<file path="src/rtl/fetch_queue.sv">
// fetch_queue: sequential instruction prefetch with credit-limited in-flight tracking,
// a {instr, pc} FIFO toward decode, and redirect flush with stale-response dropping.
module fetch_queue #(
  parameter int          DEPTH    = 4,
  parameter logic [15:0] RESET_PC = 16'h0000
) (
  input  logic        clk,
  input  logic        reset,
  output logic        imem_req,
  output logic [15:0] imem_addr,
  input  logic        imem_valid,
  input  logic [15:0] imem_rdata,
  output logic        instr_valid,
  output logic [15:0] instr,
  output logic [15:0] instr_pc,
  input  logic        instr_ready,
  input  logic        redirect,
  input  logic [15:0] redirect_pc
);
  localparam int AW = $clog2(DEPTH);
  localparam int CW = AW + 1;
  logic [15:0]   fetch_pc, resp_pc;
  logic [CW-1:0] inflight, drop, count;
  logic [AW-1:0] wr_ptr, rd_ptr;
  logic [15:0]   data_q [DEPTH];
  logic [15:0]   pc_q   [DEPTH];
  logic [CW:0]   used;
  logic          issue, push, pop;
  // every queued or outstanding instruction holds a credit, so pushes never need a full check
  assign used        = {1'b0, count} + {1'b0, inflight};
  assign issue       = !reset && !redirect && drop == '0 && used < (CW+1)'(DEPTH);
  assign push        = imem_valid && drop == '0 && !redirect;
  assign pop         = instr_valid && instr_ready && !redirect;
  assign imem_req    = issue;
  assign imem_addr   = issue ? fetch_pc : 16'h0000;
  assign instr_valid = count != '0;
  assign instr       = data_q[rd_ptr];
  assign instr_pc    = pc_q[rd_ptr];
  always_ff @(posedge clk) begin
    if (reset) begin
      fetch_pc <= RESET_PC;
      resp_pc  <= RESET_PC;
      inflight <= '0;
      drop     <= '0;
      count    <= '0;
      wr_ptr   <= '0;
      rd_ptr   <= '0;
      for (int i = 0; i < DEPTH; i++) begin
        data_q[i] <= '0;
        pc_q[i]   <= '0;
      end
    end else begin
      inflight <= inflight + CW'(issue) - CW'(imem_valid);
      if (issue) fetch_pc <= fetch_pc + 16'd1;
      if (redirect) begin
        fetch_pc <= redirect_pc;
        resp_pc  <= redirect_pc;
        drop     <= inflight - CW'(imem_valid);
        count    <= '0;
        wr_ptr   <= '0;
        rd_ptr   <= '0;
      end else begin
        if (imem_valid && drop != '0) drop <= drop - 1'b1;
        if (push) begin
          data_q[wr_ptr] <= imem_rdata;
          pc_q[wr_ptr]   <= resp_pc;
          wr_ptr         <= wr_ptr + 1'b1;
          resp_pc        <= resp_pc + 16'd1;
        end
        if (pop) rd_ptr <= rd_ptr + 1'b1;
        count <= count + CW'(push) - CW'(pop);
      end
    end
  end
endmodule
</file>
<file path="config.mk">
export PLATFORM = sky130hd
export DESIGN_NAME = fetch_queue
export DESIGN_NICKNAME = d
export VERILOG_FILES = /design/src/rtl/fetch_queue.sv
export SDC_FILE = /design/constraint.sdc
export NUM_CORES = 1
export LEC_CHECK = 0
export ABC_AREA = 1
export BUFFER_PORTS_ARGS = -buffer_cell sky130_fd_sc_hd__buf_2
export CORE_MARGIN = 1
export CORE_UTILIZATION = 30
export CTS_BUF_LIST = sky130_fd_sc_hd__clkbuf_4
export CTS_CLUSTER_DIAMETER = 50
export DETAILED_ROUTE_END_ITERATION = 12
export GPL_ROUTABILITY_DRIVEN = 0
export GPL_TIMING_DRIVEN = 0
export SLEW_MARGIN = 20
export SYNTH_ARGS = -nofsm -noshare
export SYNTH_HDL_FRONTEND = slang
export SYNTH_SLANG_ARGS = --single-unit
</file>
<file path="constraint.sdc">
create_clock -name clk -period 5.4 [get_ports clk]
set_clock_uncertainty 0.1 [all_clocks]
set_input_delay 0.27 -clock clk [delete_from_list [all_inputs] [get_ports clk]]
set_output_delay 0.27 -clock clk [all_outputs]
set_load 0.05 [all_outputs]
</file>
# --- Yosys cells after proc, flatten, opt, wreduce, memory -nomap -nowiden ---
# Memories as Yosys holds them, arrays and structs flattened. A register that Yosys moved wholly into a read port is not among the register bits.
# Index checks and enable logic that the tools add are counted.
word_totals:
  regBits: 45
  ram_bits: 128
  out_inout_bits: 50
  wordCells: 63
  mem_count: 2
memory_table:
  columns: ["name", "words", "width", "read_ports", "rd_clocked_by_memory_dff", "wr", "line_no", "text"]
  rows:
  - ["data_q", 4, 16, 1, 1, 4, "25", "logic [15:0] data_q [DEPTH];"]
  - ["pc_q", 4, 16, 1, 1, 4, "26", "logic [15:0] pc_q [DEPTH];"]
classes:
  n_addsub: 11
  order_cmp: 1
  muxes: 23
  reduce_logical: 19
op_table:
  columns: ["operator", "count"]
  rows:
  - ["16-bit two-way mux", 7]
  - ["16-bit by 1-bit adder with 16-bit output (second input constant)", 2]
  - ["16-bit OR reduction", 2]
  - ["2-bit two-way mux", 6]
  - ["3-bit by 1-bit subtractor with 3-bit output", 3]
  - ["1-bit logical AND", 8]
  - ["1-bit two-way mux", 8]
  - ["3-bit by 1-bit adder with 3-bit output", 2]
  - ["3-bit two-way mux", 2]
  - ["2-bit nonzero test", 3]
  - ["3-bit nonzero test", 2]
  - ["2-bit by 1-bit adder with 2-bit output (second input constant)", 2]
  - ["3-bit by 3-bit adder with 4-bit output", 1]
  - ["4-bit by 3-bit < comparator with 1-bit output (second input constant)", 1]
  - ["3-bit zero test", 1]
  - ["3-bit by 1-bit subtractor with 3-bit output (second input constant)", 1]
  - ["1-bit zero test", 2]
  - ["2-bit OR reduction", 1]

# --- Logic depth before layout (Yosys ltp) ---
logic_depth:
  depth_word: 9
  depth_mapped: 16
  mapped_depth_nobuf: 15

# --- Worst setup path before layout ---
# OpenSTA, ideal clock, no wires.
synth_path:
  kind: "register -> register"
  startpoint: "reg drop[0]"
  endpoint: "mem data_q[1][0], enable pin"
  arrival_time_ns: 3.478
  required_ns: 4.834
  slack_ns: 1.357
  stages_incl_launch_ff: 10
  n_path_buf: 1
  cell_sequence: "dfxtp_1 inv_1 ha_1 inv_1 nor2_1 nand2_2 nor2_1 buf_2 inv_1 o21ai_0"
synth_rtl:
  columns: ["item", "line_no", "text"]
  rows:
  - ["start, declared", "23", "logic [CW-1:0] inflight, drop, count;"]
  - ["start signal, assigned", "58", "drop <= inflight - CW'(imem_valid);"]
  - ["start signal, assigned", "63", "if (imem_valid && drop != '0) drop <= drop - 1'b1;"]
  - ["end, declared", "25", null]

# --- Worst setup path after layout ---
layout_path:
  startpoint: "reg drop[0]"
  endpoint: "reg count[2]"
layout_via:
  elab_chain_cells: 5
layout_lines:
  columns: ["item", "line_no", "text"]
  rows:
  - ["3-bit zero test", "32", "assign push = imem_valid && drop == '0 && !redirect;"]
  - ["1-bit logical AND (2 in a row)", "32", null]
  - ["3-bit by 1-bit adder with 3-bit output", "71", "count <= count + CW'(push) - CW'(pop);"]
  - ["3-bit by 1-bit subtractor with 3-bit output", "71", null]
  - ["end signal, assigned", "71", null]
  - ["end, declared", "23", null]
# No other way between the ends.
# A chain may end at the register's enable or synchronous reset.

==> results.yml <==
yosys:
  synth_top_area_cell: "edfxtp_1"
  syn-cell-area_mm2: 0.00873
  avgSynthCellArea_um2: 8.90
  ys_seq_elements: 175
  ys.flop_type: "edfxtp_1"
  async_flop_share: 0
  synth_area_leaders: "edfxtp_1 44%, dfxtp_1 11%, nor2_1 9.4%, nand2_1 5.5%, o21ai_0 5.3%"
  synthesis.nets: 1032
  syn_inst: 981
  ys_seq_area_frac: 0.548
  synth-edff-count: 128
  ys_warn_count: 0
  ys_types: 36
  synth.top_cell.area_share: 0.440
route:
  drt_iter0_markers: 590
  vias: 6951
  ant_nets: 0
  wl_met1_mm: 10.9
  first_pass_iters: 5
  viasPerCell: 4.56
  wirelength_mm: 22.6
  met2_wirelength_mm: 10.2
  wl_per_cell_um: 14.9
  maxUsedRoutingLayer: "met4"
  drcViolationCount: 0
  routed-wl-met3_mm: 1.40
grt:
  antenna_found_initial: 0
  grt_start_max_net_pins: 21
  grt_overflow_total: 0
  grt_pass1_vias: 6598
  gr-usage-all-layers: 0.152
  grt_pass1_wl_mm: 35.4
timing:
  setup_viol: 0
  rsz0062_at_grt: "false"
  worst-slew-pin-transition_ns: 0.859
  drv_slew: 0
  fin_crit_sh: 0.537
  hold_viol_final: 0
  relSlewSlack: 0.427
  whs_ns: 0.122
  period_needed_ns: 2.90
  timing.fmax_ghz: 0.345
  setup_ws_ns: 2.50
worst_setup_path:
  crit_path_max_fanout: 10
  r2r_start: "drop[0]"
  crit_type: "reg2reg"
  r2r_setup_slack_ns: 2.50
  reg2reg_depth: 16
  cp_slowest_cell: "fa_1"
  path_buf_inv: 7
  crit_top_cell: "inv_1"
  cp-end-kind: "register"
  critPathLaunch: "drop[0]"
  r2r-end: "count[2]"
  cp_top_family: "adder cells"
  critPathMaxStageDelay_ns: 0.35
  start_kind: "register"
  arrival_ns: 3.31
  path_cells: "inv_1 > ha_1 > inv_1 > nor2_1 > nand2_2 > nor2_1 > buf_2 > inv_1 > ha_1 > inv_1 > ha_1 > inv_1 > fa_1 > inv_1 > o21ai_0 > a21oi_1"
  crit_required_ns: 5.81
finish:
  area_delta_synth_final_pct: 19.7
  final_nets: 1178
  n_fill_cell: 2953
  drive_above_1_share: 0.179
  final_area_mm2: 0.0105
  finalCoreUtilization: 0.364
  antenna-diode-count: 0
die:
  start_util: 0.304
  die_h_um: 173
  die_w_um: 173
  fp.dieArea_mm2: 0.0298
  rows: 62
  ios: 87
  core_mm2: 0.0287
cts:
  cts_tree: "yes"
  cts.sinks: 175
  clockRootBuffer: "clkbuf_4"
  postCtsResizedCells: 0
  clk_latency_ns: 0.56
  post_cts_buffers: 0
  clockBufferDepth: 2
  ctsHtreeMaxLevel: 4
  numCtsBuffers: 17
  clk_pin_slew_ns: 0.16
placed_design:
  preCtsSetupSlack_ns: 2.54
  placed_cell_area_mm2: 0.00978
  numPortBuffers: 84
  place_hpwl_mm: 15.7
pwr:
  ir_drop_uv: 124
  leakagePower_nw: 4.17
  p_per_area_mw_per_mm2: 268
  total_power_mw: 2.80
hold_path:
  hp-start: "imem_valid"
  hold_path_end: "drop[1]"
  worstHoldPathCells: 4
  worst_hold_path_type: "in2reg"
job:
  maxCapViolCount: 0
status:
  status: "finished, final reports clean"
## stage by stage
step	std cells	TNS, ns
final	1523	0
after global routing	1523	0
after CTS	1523	0
after detailed placement	1454	0
after global placement	1449	-64.49
after floorplan	981	0
## registers in the layout (all words and copies together), names as in the netlist, named ones only
signal and cells:
rd_ptr 2, pc_q 64, count 3, inflight 3, drop 3, data_q 64, resp_pc 16, fetch_pc 16
wr_ptr 2
## cells in the final DEF, fill, tap and decap left out, drive strengths merged, types with 12 or more instances in the layout
cell and count:
nor2 254, inv 138, nand2 130, edfxtp 128
buf 105, o21ai 93, dfxtp 47, clkbuf 46
nand3 43, dlygate4sd3 38, o22ai 32, a21oi 27
ha 12
## cell usage after synthesis, types with 2 or more instances
master,n
inv_4,2
dfxtp_1,47
nand2_2,3
nor2_2,4
ha_1,12
buf_4,3
or2_2,2
xor2_1,10
o22ai_1,32
nand3_1,43
buf_6,3
buf_2,5
clkinv_1,2
a31oi_1,5
xnor2_1,3
inv_1,103
a21oi_1,26
o211ai_1,2
nand2_1,127
fa_1,2
nor2_8,4
nor3_1,3
nor2_1,219
buf_1,3
nor2_4,27
nand4_1,10
o21ai_0,93
inv_2,23
edfxtp_1,128
clkbuf_1,29
## metal layers
| metal | vias up | global-route usage |
|---|---|---|
| met3 | 9 | 0.0290 |
| met5 | - | 0 |
| li1 | 3515 | - |
| met2 | 234 | 0.241 |
| met1 | 3193 | 0.217 |
| met4 | 0 | 0.0257 |
## tightest hold or removal path, delay by kind of cell
kind                   cells  cell delay (ns)
buffers and inverters      1             0.12
AO/OA/AOI/OAI              2             0.21
AND/OR/NAND/NOR            1             0.16
## kinds of logic (layout without fill, tap and decap cells)
logic type / Yosys count / in the layout / synth area share
AND/OR/NAND/NOR: 444 / 444 / 0.235
flip-flops: 175 / 175 / 0.548
buffers and inverters: 175 / 333 / 0.0835
AO/OA/AOI/OAI: 160 / 160 / 0.0984
adder cells (fa/ha/maj): 14 / 14 / 0.0218
XOR/XNOR: 13 / 13 / 0.0130
## worst max-delay path by stage
| stage | slack (ns) | endpoint | depth (start not counted) |
|---|---|---|---|
| global placement | -0.71 | data_q[1][3] | 9 |
| detailed placement | 2.54 | count[2] | 16 |
| global route | 2.23 | count[2] | 16 |
| floorplan | 1.36 | data_q[1][0] | 9 |
| finish | 2.50 | count[2] | 16 |
| CTS | 2.50 | count[2] | 16 |
## power breakdown
part           internal (mW)  total, mW  switching, mW
Combinational          0.145      0.460          0.315
Clock                  0.255      0.783          0.528
Sequential              1.51       1.55         0.0411
## what timing repair did
action                                  4_1_cts  5_1_grt
endpoints found under the setup margin        0        0
hold endpoints to repair                     76        0
hold buffers                                 38        0
## layout make-up
type	instances	area [um2]	area share
Buffer	45	236	0.0226
Clock buffer	17	128	0.0122
Clock inverter	14	163	0.0156
Inverter	130	493	0.0472
Multi-Input combinational cell	631	3260	0.311
Sequential cell	175	4780	0.458
Tap cell	384	480	0.0460
Timing Repair Buffer	127	913	0.0874
Power figures use the tool's default switching activity.
